**src/rtl/multicycle_ctrl_unit.sv**
```systemverilog
// Multicycle MIPS control FSM: decodes Op/Funct and drives datapath strobes. Optional feature: CTRL_ILLEGAL_TRAP_EN.
// Latency: 3-5 cycles per instruction at zero wait. Backpressure: Mem_Req states hold on Mem_Ready, abort after MEM_TIMEOUT waits.
module multicycle_ctrl_unit #(
    parameter int ALU_CTRL_W  = 3,
    parameter int CNT_W       = 32,
    parameter int MEM_TIMEOUT = 255,
    parameter int TO_W        = 8
) (
    input  logic                  clk,
    input  logic                  rst,
    input  logic [5:0]            Op,
    input  logic [5:0]            Funct,
    input  logic                  Mem_Ready,
    output logic                  Mem_Req,
    output logic                  IorD,
    output logic                  Mem_Write,
    output logic                  IR_Write,
    output logic                  PC_Write,
    output logic                  Reg_Write,
    output logic                  PC_Src,
    output logic                  Branch,
    output logic                  Branch_Ne,
    output logic                  ALU_SrcA,
    output logic                  Mem_Reg,
    output logic                  PC_J,
    output logic [ALU_CTRL_W-1:0] ALU_Control,
    output logic [1:0]            ALU_SrcB,
    output logic [1:0]            Reg_Dst,
    output logic [1:0]            Zero_Ext,
    output logic                  Mem_Err,
    output logic                  Illegal,
    output logic [CNT_W-1:0]      Instr_Count,
    output logic [3:0]            State
);

    typedef enum logic [3:0] {
        S_FETCH    = 4'd0,
        S_DECODE   = 4'd1,
        S_EXEC     = 4'd2,
        S_MEM_ADDR = 4'd3,
        S_WB       = 4'd4,
        S_BRANCH   = 4'd5,
        S_JUMP     = 4'd6,
        S_JAL_WB   = 4'd7,
        S_MEM_WR   = 4'd8,
        S_MEM_RD   = 4'd9,
        S_TRAP     = 4'd10
    } state_t;

    localparam logic [5:0] OP_RTYPE = 6'h00, OP_J    = 6'h02, OP_JAL  = 6'h03;
    localparam logic [5:0] OP_BEQ   = 6'h04, OP_BNE  = 6'h05, OP_ADDI = 6'h08;
    localparam logic [5:0] OP_ADDIU = 6'h09, OP_SLTI = 6'h0a, OP_ANDI = 6'h0c;
    localparam logic [5:0] OP_ORI   = 6'h0d, OP_LUI  = 6'h0f, OP_MUL  = 6'h1c;
    localparam logic [5:0] OP_LW    = 6'h23, OP_SW   = 6'h2b;
    localparam logic [5:0] F_JR  = 6'h08, F_ADD = 6'h20, F_SUB = 6'h22;
    localparam logic [5:0] F_AND = 6'h24, F_OR  = 6'h25, F_SLT = 6'h2a;
    localparam logic [TO_W-1:0] TO_LAST = (MEM_TIMEOUT == 0) ? '0 : TO_W'(MEM_TIMEOUT - 1);

    state_t            r_state;
    state_t            w_next;
    logic [TO_W-1:0]   r_to_cnt;
    logic              r_mem_err;
    logic [CNT_W-1:0]  r_count;
    logic              w_retire;
    logic              w_mem_st;
    logic              w_timeout;
    logic              w_r_legal;
    logic              w_imm;
    logic              w_legal;
    logic              w_jr;
    logic [2:0]        w_alu;
    logic [2:0]        w_exec_alu;
    logic [1:0]        w_exec_srcb;
    logic [1:0]        w_exec_regdst;
    logic [1:0]        w_exec_zext;

    assign w_r_legal = (Funct == F_ADD) || (Funct == F_SUB) || (Funct == F_AND) ||
                       (Funct == F_OR)  || (Funct == F_SLT) || (Funct == F_JR);
    assign w_imm     = (Op == OP_ADDI) || (Op == OP_ADDIU) || (Op == OP_SLTI) ||
                       (Op == OP_ANDI) || (Op == OP_ORI)   || (Op == OP_LUI);
    assign w_legal   = ((Op == OP_RTYPE) && w_r_legal) || (Op == OP_MUL) || w_imm ||
                       (Op == OP_BEQ) || (Op == OP_BNE) || (Op == OP_J) || (Op == OP_JAL) ||
                       (Op == OP_LW)  || (Op == OP_SW);
    assign w_jr      = (Op == OP_RTYPE) && (Funct == F_JR);

    assign w_mem_st  = (r_state == S_FETCH) || (r_state == S_MEM_RD) || (r_state == S_MEM_WR);
    // The cycle whose wait would make the count reach MEM_TIMEOUT is the abort cycle.
    assign w_timeout = (MEM_TIMEOUT != 0) && w_mem_st && !Mem_Ready && (r_to_cnt == TO_LAST);

    always_comb begin
        w_exec_alu    = 3'b001;
        w_exec_srcb   = 2'b00;
        w_exec_regdst = 2'b01;
        w_exec_zext   = 2'b00;
        if (Op == OP_RTYPE) begin
            case (Funct)
                F_SUB:   w_exec_alu = 3'b100;
                F_AND:   w_exec_alu = 3'b010;
                F_OR:    w_exec_alu = 3'b011;
                F_SLT:   w_exec_alu = 3'b101;
                F_JR:    w_exec_alu = 3'b111;
                default: w_exec_alu = 3'b001;
            endcase
        end else if (Op == OP_MUL) begin
            w_exec_alu = 3'b110;
        end else begin
            w_exec_srcb   = 2'b10;
            w_exec_regdst = 2'b00;
            case (Op)
                OP_ADDIU: w_exec_zext = 2'b11;
                OP_SLTI:  w_exec_alu  = 3'b101;
                OP_ANDI:  begin w_exec_alu = 3'b010; w_exec_zext = 2'b01; end
                OP_ORI:   begin w_exec_alu = 3'b011; w_exec_zext = 2'b01; end
                OP_LUI:   w_exec_zext = 2'b10;
                default:  ;
            endcase
        end
    end

    always_comb begin
        w_next   = r_state;
        w_retire = 1'b0;
        case (r_state)
            S_FETCH:    if (Mem_Ready) w_next = S_DECODE;
                        else if (w_timeout) w_next = S_FETCH;
            S_DECODE: begin
                case (Op)
                    OP_BEQ, OP_BNE: w_next = S_BRANCH;
                    OP_J:           w_next = S_JUMP;
                    OP_JAL:         w_next = S_JAL_WB;
                    OP_LW, OP_SW:   w_next = S_MEM_ADDR;
                    default: begin
                        if (w_legal) begin
                            w_next = S_EXEC;
                        end else begin
`ifdef CTRL_ILLEGAL_TRAP_EN
                            w_next = S_TRAP;
`else
                            w_next   = S_FETCH;
                            w_retire = 1'b1;
`endif
                        end
                    end
                endcase
            end
            S_EXEC: begin
                if (w_jr) begin
                    w_next   = S_FETCH;
                    w_retire = 1'b1;
                end else begin
                    w_next = S_WB;
                end
            end
            S_MEM_ADDR: w_next = (Op == OP_LW) ? S_MEM_RD : S_MEM_WR;
            S_WB, S_BRANCH, S_JUMP: begin
                w_next   = S_FETCH;
                w_retire = 1'b1;
            end
            S_JAL_WB:   w_next = S_JUMP;
            S_MEM_RD:   if (Mem_Ready) w_next = S_WB;
                        else if (w_timeout) w_next = S_FETCH;
            S_MEM_WR: begin
                if (Mem_Ready) begin
                    w_next   = S_FETCH;
                    w_retire = 1'b1;
                end else if (w_timeout) begin
                    w_next = S_FETCH;
                end
            end
`ifdef CTRL_ILLEGAL_TRAP_EN
            S_TRAP:     w_next = S_TRAP;
`else
            S_TRAP:     w_next = S_FETCH;
`endif
            default:    w_next = S_FETCH;
        endcase
    end

    always_ff @(posedge clk or negedge rst) begin
        if (!rst) begin
            r_state   <= S_FETCH;
            r_to_cnt  <= '0;
            r_mem_err <= 1'b0;
            r_count   <= '0;
        end else begin
            r_state <= w_next;
            if ((w_next != r_state) || w_timeout) r_to_cnt <= '0;
            else if (w_mem_st && !Mem_Ready)    r_to_cnt <= r_to_cnt + 1'b1;
            if (w_timeout) r_mem_err <= 1'b1;
            if (w_retire)  r_count   <= r_count + 1'b1;
        end
    end

    always_comb begin
        Mem_Req   = 1'b0;
        IorD      = 1'b0;
        Mem_Write = 1'b0;
        IR_Write  = 1'b0;
        PC_Write  = 1'b0;
        Reg_Write = 1'b0;
        PC_Src    = 1'b0;
        Branch    = 1'b0;
        Branch_Ne = 1'b0;
        ALU_SrcA  = 1'b0;
        Mem_Reg   = 1'b0;
        PC_J      = 1'b0;
        w_alu     = 3'b000;
        ALU_SrcB  = 2'b00;
        Reg_Dst   = 2'b00;
        Zero_Ext  = 2'b00;
        case (r_state)
            S_FETCH: begin
                Mem_Req  = 1'b1;
                w_alu    = 3'b001;
                ALU_SrcB = 2'b01;
                PC_J     = 1'b1;
                IR_Write = Mem_Ready;
                PC_Write = Mem_Ready;
            end
            S_DECODE: begin
                w_alu    = 3'b001;
                ALU_SrcB = 2'b11;
            end
            S_EXEC, S_WB: begin
                if ((r_state == S_WB) && (Op == OP_LW)) begin
                    Reg_Write = 1'b1;
                    Mem_Reg   = 1'b1;
                end else begin
                    ALU_SrcA = 1'b1;
                    w_alu    = w_exec_alu;
                    ALU_SrcB = w_exec_srcb;
                    Reg_Dst  = w_exec_regdst;
                    Zero_Ext = w_exec_zext;
                    if (r_state == S_WB) begin
                        Reg_Write = 1'b1;
                    end else if (w_jr) begin
                        PC_Write = 1'b1;
                        PC_Src   = 1'b1;
                    end
                end
            end
            S_MEM_ADDR: begin
                IorD     = 1'b1;
                ALU_SrcA = 1'b1;
                ALU_SrcB = 2'b10;
                w_alu    = 3'b001;
            end
            S_BRANCH: begin
                ALU_SrcA  = 1'b1;
                w_alu     = 3'b100;
                PC_Src    = 1'b1;
                Branch    = (Op == OP_BEQ);
                Branch_Ne = (Op == OP_BNE);
            end
            S_JUMP: begin
                PC_Write = 1'b1;
                PC_Src   = 1'b1;
            end
            S_JAL_WB: begin
                Reg_Write = 1'b1;
                Reg_Dst   = 2'b10;
                w_alu     = 3'b111;
            end
            S_MEM_RD: begin
                Mem_Req = 1'b1;
                IorD    = 1'b1;
            end
            S_MEM_WR: begin
                Mem_Req   = 1'b1;
                IorD      = 1'b1;
                Mem_Write = 1'b1;
            end
            default: ;
        endcase
    end

    assign ALU_Control = ALU_CTRL_W'(w_alu);
    assign Mem_Err     = r_mem_err;
    assign Instr_Count = r_count;
    assign State       = r_state;
`ifdef CTRL_ILLEGAL_TRAP_EN
    assign Illegal     = (r_state == S_TRAP);
`else
    assign Illegal     = 1'b0;
`endif

endmodule
```
**config.mk**
```make
export PLATFORM = sky130hd
export DESIGN_NAME = multicycle_ctrl_unit
export DESIGN_NICKNAME = d
export VERILOG_FILES = /design/src/rtl/multicycle_ctrl_unit.sv
export SDC_FILE = /design/constraint.sdc
export NUM_CORES = 1
export LEC_CHECK = 0
export CAP_MARGIN = 15
export CORE_UTILIZATION = 65
export CTS_BUF_LIST = sky130_fd_sc_hd__clkbuf_4 sky130_fd_sc_hd__clkbuf_8
export CTS_CLUSTER_DIAMETER = 80
export DETAILED_ROUTE_END_ITERATION = 10
export DONT_BUFFER_PORTS = 1
export PLACE_DENSITY = 0.87
export REMOVE_ABC_BUFFERS = 1
export SLEW_MARGIN = 10
export SYNTH_ARGS = -nofsm -noshare
export SYNTH_HDL_FRONTEND = slang
export SYNTH_SLANG_ARGS = --single-unit
export TNS_END_PERCENT = 20
```
**constraint.sdc**
```tcl
create_clock -name clk -period 5.36 [get_ports clk]
set_input_delay 0.536 -clock clk [delete_from_list [all_inputs] [get_ports clk]]
set_output_delay 0.536 -clock clk [all_outputs]
set_load 0.01 [all_outputs]
```
==> results of run 1 <==
placed cells by master (no fill, tap or decap), drive strengths merged, types with 6 or more instances in the layout:
cell / synthesis / final
dfrtp: 45 / 45
xnor2: 33 / 33
nor2: 32 / 32
nand2: 23 / 23
nand3: 20 / 20
nand4: 17 / 17
and3: 10 / 10
nor3: 9 / 9
o21ai: 8 / 8
xor2: 8 / 8
inv: 7 / 7
a21oi: 7 / 7
clkbuf: 12 / 7
nand2b: 6 / 6
and4: 6 / 6
how the worst max path moves through the flow:
stage	start	end
after CTS	State[3]	Instr_Count[22]
after global placement	Op[1]	Instr_Count[24]
after detailed placement	Op[1]	Instr_Count[22]
final	State[3]	Instr_Count[22]
after floorplan	Op[1]	Instr_Count[24]
after global routing	State[0]	Instr_Count[22]
registers in the layout, indices dropped and copies added (netlist names):
signal / cells
r_to_cnt: 8
Mem_Err: 1
State: 4
Instr_Count: 32
stage by stage:
step	util [%]	std cells	power, µW	setup slack (ns)
floorplan	-	303	593	2.57
global placement	69.2	353	635	2.27
detailed placement	69.2	353	644	2.07
CTS	72.8	362	919	2.14
global route	72.8	362	962	1.81
finish	72.8	362	919	2.07
what timing repair did:
item	4_1_cts	5_1_grt
gates resized for setup	0	0
hold buffers	1	0
hold endpoints to repair	45	0
layout make-up:
| cell class | count | area share [%] |
|---|---|---|
| Timing Repair Buffer | 1 | 0.919 |
| Clock inverter | 1 | 1.00 |
| Multi-Input combinational cell | 251 | 54.5 |
| Sequential cell | 45 | 37.6 |
| Inverter | 7 | 0.878 |
| Clock buffer | 7 | 3.01 |
| Tap cell | 50 | 2.09 |
critical path, stage by stage (launching register included):
cell,delay [ns]
dfrtp_1,0.78
nand2b_1,0.15
nor3_1,0.45
a221o_1,0.24
a41o_1,0.80
nor4b_1,0.50
xor2_1,0.25
layer usage:
metal	global-route usage (%)	wire length, µm
met5	0	0
met4	14.6	179
met3	9.17	547
met2	49.0	3350
met1	38.4	2840
Yosys cell counts (all sizes together), types with 2 or more instances:
| master | count |
|---|---|
| dfrtp | 45 |
| xnor2 | 33 |
| nor2 | 32 |
| nand2 | 23 |
| nand3 | 20 |
| nand4 | 17 |
| clkbuf | 12 |
| and3 | 10 |
| nor3 | 9 |
| o21ai | 8 |
| xor2 | 8 |
| a21oi | 7 |
| inv | 7 |
| and4 | 6 |
| buf | 6 |
| nand2b | 6 |
| nor2b | 5 |
| nor4 | 5 |
| nor4b | 5 |
| o22ai | 5 |
| a211oi | 4 |
| and2 | 4 |
| a31o | 3 |
| ha | 3 |
| nor3b | 3 |
| or2 | 3 |
| or4 | 3 |
| a22oi | 2 |
| a311o | 2 |
| and3b | 2 |
| nand3b | 2 |
| o2111ai | 2 |
| o21bai | 2 |
where the power goes:
part	switching, µW	internal [µW]
Clock	113	157
Sequential	78.2	369
Combinational	123	78.4
cells by family after synthesis:
| group | share of synthesized area (%) |
|---|---|
| simple gates | 30.8 |
| compound gates | 11.4 |
| flops | 39.3 |
| xor+xnor | 12.5 |
| buf+inv | 3.80 |
| fa+ha+maj | 1.31 |
| mux | 0.742 |
| other cells | 0.131 |
==> impl_metrics.yaml, run 1 <==
status:
  status: "completed"
sta:
  post-route-min-period_ns: 3.29
  tns_ns: 0
  hold_viol_final: 0
  tightest_slew_ns: 1.06
  slew_headroom_pct: 29.4
  final_max_slew_viol_count: 0
  hold_ws_ns: 0.0688
  setup_viol: 0
  clock.fmax_mhz: 304
  rsz0062_at_grt: "false"
  fin_skew_ns: 0.0106
  period_share_pct: 61.3
yosys:
  async_reset_ff_share_pct: 100
  yosysUniqueCellTypes: 56
  synth.largest_area_cell: "dfrtp_1"
  synth_seq_cells: 45
  ys_dominant_reg_cell: "dfrtp_1"
  netlist_area_mm2: 0.00287
  netlist_instances: 321
  synth_top_area_share_pct: 39.3
  synth_edf_count: 0
  yosys-top-cells-area: "dfrtp_1 (39%), xnor2_1 (10%), nor2_1 (4.2%), nand4_1 (3.7%), nand3_1 (3.5%)"
  avgSynthCellArea_um2: 8.93
  ys_warn_count: 0
  synth_seq_area_share_pct: 39.3
grt:
  grt_max_degree: 46
  grt_pass1_wl_um: 10600
  grt_pass1_vias: 2274
  antenna_found_initial: 0
  grt.overflow.total: 0
  grt.total_usage_pct: 30.9
worst_setup_path:
  timing.rr.end: "Instr_Count[22]"
  r2r_start: "State[3]"
  cp_max_fo: 32
  ff2ff_path_depth: 6
  startpoint_type: "flop"
  arrival_ns: 3.50
  reg2reg_slack_ns: 2.07
  endpoint_kind: "flop"
  worstPathRequired_ns: 5.57
  crit_type: "flop to flop"
clock_network:
  cts_setup_buffers: 0
  numCtsBuffers: 5
  clk_latency_ns: 0.30
  htreeDepth: 2
  clock_sinks: 45
  cts_tree: "done"
  cts.path.max_buffers: 2
  cts-root-buf: "clkbuf_8"
  path_clk_slew_ns: 0.09
drt:
  dr_total_vias: 2500
  drt-total-wl_um: 6910
  ant_nets: 0
  avgRoutedWirePerCell_um: 19.1
  drc: 0
  drt_iter0_drc: 256
  avgViaCountPerCell: 6.91
  dr.pass1.iters: 5
cells_and_area:
  fillers: 315
  fin_nets: 329
  final_area_mm2: 0.00299
  area.sequential_mm2: 0.00113
  multi_input_area_mm2: 0.00163
  n_antenna_cell: 0
  syn2layout_area_growth_pct: 4.45
  drive_gt1_share_pct: 6.73
placement:
  gp_congestion: 0.878
  placed_area_mm2: 0.00285
  dp_hpwl_um: 4730
  portBuffers: 0
flow_run:
  cap_violations: 0
worst_hold_path:
  hold_path_class: "input port to asynchronous set/reset pin"
floorplan:
  initial_utilization_pct: 69.7
  die-area_mm2: 0.00468
  die_h_um: 68.4
  rows: 23
  dieWidth_um: 68.4
  ioPinCount: 74
  core_area_mm2: 0.00412
pwr:
  peakVddDrop_mv: 0.260
  p_leak_uw: 0.00121
  powerDensity_mw_per_mm2: 307
No activity file was read; power rests on OpenSTA's default activity.
==> run 2, diff against run 1 <==
==> constraint.sdc (replaced) <==
create_clock -name clk -period 3.3 [get_ports clk]
set_input_delay 0.33 -clock clk [delete_from_list [all_inputs] [get_ports clk]]
set_output_delay 0.33 -clock clk [all_outputs]
set_load 0.01 [all_outputs]
==> impl_metrics.yaml, run 2 (synthesis gave the netlist of run 1 again) <==
worst_setup_path:
  cpPeakStageDelay_ns: 0.78
  endpoint_kind: "flop"
  crit_chain: "nor2_1, and2_1, a221o_1, a41o_1, buf_4, mux2_1"
  crit_buf_inv: 1
  cp_max_fo: 22
  arrival_ns: 2.80
  crit_type: "flop to flop"
  path_delay_family: "flip-flops"
  startpoint_type: "flop"
  worstPathRequired_ns: 3.49
  slowest_stage: "dfrtp_1"
grt:
  grt.total_usage_pct: 27.5
  antenna_found_initial: 0
  grt.overflow.total: 0
  grt_pass1_vias: 2141
  grt_max_degree: 46
  grt_pass1_wl_um: 9520
sta:
  layout_setup_ws_ns: 0.683
  post-route-min-period_ns: 2.62
  setup_viol: 0
  rsz0062_at_grt: "false"
  tightest_slew_ns: 0.709
  final_max_slew_viol_count: 0
  period_share_pct: 79.3
  slew_headroom_pct: 52.3
  hold_ws_ns: 0.327
  tns_ns: 0
  fin_skew_ns: 0.00681
  clock.fmax_mhz: 382
  hold_viol_final: 0
clock_network:
  cts.path.max_buffers: 2
  numCtsBuffers: 5
  cts_tree: "done"
  cts-root-buf: "clkbuf_8"
  path_clk_slew_ns: 0.08
  clk_latency_ns: 0.30
  clock_sinks: 45
  cts_resized: 0
  htreeDepth: 2
floorplan:
  dieWidth_um: 68.4
  die-area_mm2: 0.00468
  ioPinCount: 74
  rows: 23
  initial_utilization_pct: 69.7
  die_h_um: 68.4
  core_area_mm2: 0.00412
placement:
  portBuffers: 0
  dp_slack_ns: 0.603
  gp_congestion: 0.949
  dp_hpwl_um: 4350
  placed_area_mm2: 0.00289
cells_and_area:
  drive_gt1_share_pct: 8.46
  largest_reg_flops: 32
  final_area_mm2: 0.00304
  layout_common_cells: "dfrtp_1 (45), xnor2_1 (33), nor2_1 (32), nand2_1 (23), nand3_1 (20)"
  fin_nets: 336
  syn2layout_area_growth_pct: 6.11
  n_antenna_cell: 0
  mostFrequentLayoutCell: "dfrtp_1"
drt:
  dr.pass1.iters: 4
  drc: 0
  drt-total-wl_um: 6070
  dr_total_vias: 2425
  drt_iter0_drc: 207
  ant_nets: 0
  avgRoutedWirePerCell_um: 16.5
  avgViaCountPerCell: 6.57
pwr:
  peakVddDrop_mv: 0.431
  p_leak_uw: 0.00124
  powerDensity_mw_per_mm2: 493
flow_run:
  cap_violations: 0
worst_hold_path:
  hold_path_class: "input port to flop"
status:
  status: "completed"
==> run 2: changes by cell type in the layout (fill, tap and decap cells not counted) <==
| cell | change |
|---|---|
| buf_4 | +6 |
| dlygate4sd3_1 | +1 |
| buf_16 | -1 |
| buf_12 | +1 |
==> run 2: path summary, 6_finish.rpt <==
path	slack, ns	cells after the start	from	endpoint
max	0.68	6	State[2]	Instr_Count[1]
min	0.33	3	Mem_Ready	r_to_cnt[1]
max reg2reg	0.68	6	State[2]	Instr_Count[1]
min reg2reg	0.55	1	Instr_Count[14]	Instr_Count[14]
max in group asynchronous	2.60	2	rst	r_to_cnt[7]
min in group asynchronous	0.49	2	rst	Instr_Count[12]
==> run 2: timing repair <==
| item | in CTS | in global routing |
|---|---|---|
| endpoints found under the hold margin | 45 | 0 |
| setup buffers | 0 | 0 |
| hold buffers | 2 | 0 |
==> run 2: cell type report <==
type,instances,area (µm²)
flip-flops and latches,45,1130
clock buffers,7,90.1
repair buffers,8,75.1
fillers,307,1070
clock inverters,1,30.0
well taps,50,62.6
inverters,7,26.3
multi-input cells,251,1630
==> run 2: metrics by stage <==
| step | power, µW | utilization [%] | std cells |
|---|---|---|---|
| 2_1_floorplan | 963 | - | 303 |
| 3_5_place_dp | 1060 | 70.3 | 359 |
| 3_3_place_gp | 1050 | 70.3 | 359 |
| 4_1_cts | 1510 | 73.9 | 369 |
| 6_report | 1500 | 73.9 | 369 |
| 5_1_grt | 1570 | 73.9 | 369 |
==> run 2: worst register-to-register path, delay by kind of cell (launching register included) <==
kind | cells | cell delay (ns)
DFF | 1 | 0.78
AOI/OAI and AO/OA | 2 | 0.70
and+or+nand+nor | 2 | 0.46
muxes | 1 | 0.30
buffers and inverters | 1 | 0.25
==> run 2: per-layer routing <==
metal / track usage (%) / share of wire (%)
met4: 11.5 / 1.9
met2: 42.8 / 46
met1: 36.4 / 45
met5: 0 / 0
met3: 6.50 / 6.6
==> run 2: where the power goes <==
part           internal (µW)  switching (µW)
Clock                    255             178
Sequential               600             113
Combinational            143             211
Total                    998             501
==> run 3, diff against run 2 <==
--- a/config.mk
+++ b/config.mk
@@ -6,12 +6,12 @@
 export NUM_CORES = 1
 export LEC_CHECK = 0
 export CAP_MARGIN = 15
-export CORE_UTILIZATION = 65
+export CORE_UTILIZATION = 60
 export CTS_BUF_LIST = sky130_fd_sc_hd__clkbuf_4 sky130_fd_sc_hd__clkbuf_8
 export CTS_CLUSTER_DIAMETER = 80
 export DETAILED_ROUTE_END_ITERATION = 10
 export DONT_BUFFER_PORTS = 1
-export PLACE_DENSITY = 0.87
+export PLACE_DENSITY = 0.85
 export REMOVE_ABC_BUFFERS = 1
 export SLEW_MARGIN = 10
 export SYNTH_ARGS = -nofsm -noshare
==> constraint.sdc (replaced) <==
create_clock -name clk -period 2.15 [get_ports clk]
set_input_delay 0.215 -clock clk [delete_from_list [all_inputs] [get_ports clk]]
set_output_delay 0.215 -clock clk [all_outputs]
set_load 0.01 [all_outputs]
==> impl_metrics.yaml, run 3 (synthesis gave the netlist of run 1 again) <==
status:
  status: "finished with violations"
  violations: "DRC"
placement:
  portBuffers: 0
  dp_slack_ns: -0.220
  gp_congestion: 0.916
  dp_hpwl_um: 4830
worst_setup_path:
  worstPathRequired_ns: 2.37
  r2r_start: "State[3]"
  startpoint_type: "input port"
  arrival_ns: 2.35
  crit_chain: "or4_4, buf_4, or4_4, a211oi_2, o221ai_1, a311o_2, a211oi_2"
  reg2reg_slack_ns: 0.06
  cpPeakStageDelay_ns: 0.52
  cp_max_fo: 9
  timing.rr.end: "Instr_Count[1]"
  crit_type: "input port to flop"
  slowest_stage: "or4_4"
  endpoint_kind: "flop"
  ff2ff_path_depth: 6
sta:
  slew_headroom_pct: 62.9
  post-route-min-period_ns: 2.13
  clock.fmax_mhz: 469
  hold_ws_ns: 0.222
  setup_viol: 0
  period_share_pct: 99.2
  tightest_slew_ns: 0.554
  layout_setup_ws_ns: 0.0170
  rsz0062_at_grt: "true"
  fin_skew_ns: 0.0108
  tns_ns: 0
  final_max_slew_viol_count: 0
  hold_viol_final: 0
grt:
  grt.total_usage_pct: 28.8
  grt_pass1_wl_um: 11500
  grt.overflow.total: 0
  antenna_found_initial: 0
  grt_pass1_vias: 2509
  grt_max_degree: 46
cells_and_area:
  final_util_pct: 72.3
  drive_gt1_share_pct: 15.5
  fillers: 314
  fin_nets: 358
  largest_reg_flops: 32
  mostFrequentLayoutCell: "dfrtp_1"
  n_antenna_cell: 0
  syn2layout_area_growth_pct: 12.9
  layout_common_cells: "dfrtp_1 (44), xnor2_1 (33), nor2_1 (32), buf_4 (27), nand2_1 (23)"
clock_network:
  cts-root-buf: "clkbuf_8"
  path_clk_slew_ns: 0.08
  clock_sinks: 45
  clk_latency_ns: 0.30
  htreeDepth: 2
  numCtsBuffers: 5
  cts.path.max_buffers: 2
  cts_tree: "done"
floorplan:
  core_area_mm2: 0.00447
  initial_utilization_pct: 64.1
  die-area_mm2: 0.00506
  dieWidth_um: 71.1
  rows: 24
  die_h_um: 71.1
  ioPinCount: 74
drt:
  dr_total_vias: 2554
  drt_iter0_drc: 292
  drc: 5
  ant_nets: 0
  avgViaCountPerCell: 6.50
  avgRoutedWirePerCell_um: 17.5
  dr.pass1.iters: 8
  drt-total-wl_um: 6860
worst_hold_path:
  whs_endpoint: "State[1]"
  hold_path_class: "input port to flop"
  min_from: "Op[4]"
  hold_depth: 2
pwr:
  peakVddDrop_mv: 0.671
  powerDensity_mw_per_mm2: 714
  p_leak_uw: 0.00137
flow_run:
  cap_violations: 0
[run 3: cell count changes in the layout (fill, tap and decap cells not counted), sizes merged]
cell	before	now
buf	7	29
bufinv	1	0
clkinv	0	1
[run 3: area by class of cell]
cell class / count / area [µm²] / area share [%]
repair buffers: 30 / 253 / 7.81
well taps: 52 / 65.1 / 2.01
clock inverters: 1 / 5.00 / 0.155
clock buffers: 7 / 96.3 / 2.98
inverters: 7 / 26.3 / 0.812
flip-flops and latches: 45 / 1130 / 34.8
multi-input cells: 251 / 1660 / 51.4
[run 3: report_power, final]
| group | switching, µW | internal, µW |
|---|---|---|
| Sequential | 156 | 922 |
| Clock | 276 | 290 |
| Combinational | 376 | 289 |
| Total | 808 | 1500 |
[run 3: worst max path at each step]
stage / endpoint / depth (start not counted) / startpoint / slack [ns]
6_report: r_to_cnt[1] / 7 / Op[5] / 0.02
5_1_grt: r_to_cnt[1] / 7 / Op[5] / -0.05
4_1_cts: ALU_Control[0] / 7 / State[1] / 0.01
3_5_place_dp: r_to_cnt[1] / 6 / Op[1] / -0.22
3_3_place_gp: r_to_cnt[1] / 6 / Op[1] / -0.17
2_1_floorplan: Instr_Count[24] / 6 / State[2] / -0.32
[run 3: per-layer routing]
layer | GRT usage (%) | wire [µm] | vias to the layer above | part of all wire [%]
li1 | - | - | 1199 | -
met1 | 36.2 | 2980 | 1232 | 43
met2 | 47.0 | 3270 | 106 | 48
met3 | 8.26 | 483 | 17 | 7.0
met4 | 11.6 | 129 | 0 | 1.9
met5 | 0 | 0 | - | 0
[run 3: what timing repair did]
action	in CTS	in global routing
setup buffers	2	0
pin swaps	7	0
hold buffers	2	0
resized for setup	4	2
endpoints found under the setup margin	1	20
hold endpoints to repair	45	0
cloned	0	0
[run 3: worst max-delay path: cells and delay by family]
kind                   cells  cell delay [ns]
AOI/OAI and AO/OA          4             0.94
buffers and inverters      1             0.16
and+or+nand+nor            2             1.04
[run 3: metrics by stage]
step / total power, µW / area, µm² / std cells
final: 2310 / 3240 / 393
after global routing: 2440 / 3240 / 393
after CTS: 2310 / 3220 / 393
after detailed placement: 1710 / 3060 / 382
after global placement: 1690 / 3060 / 382
after floorplan: 1480 / 2780 / 303
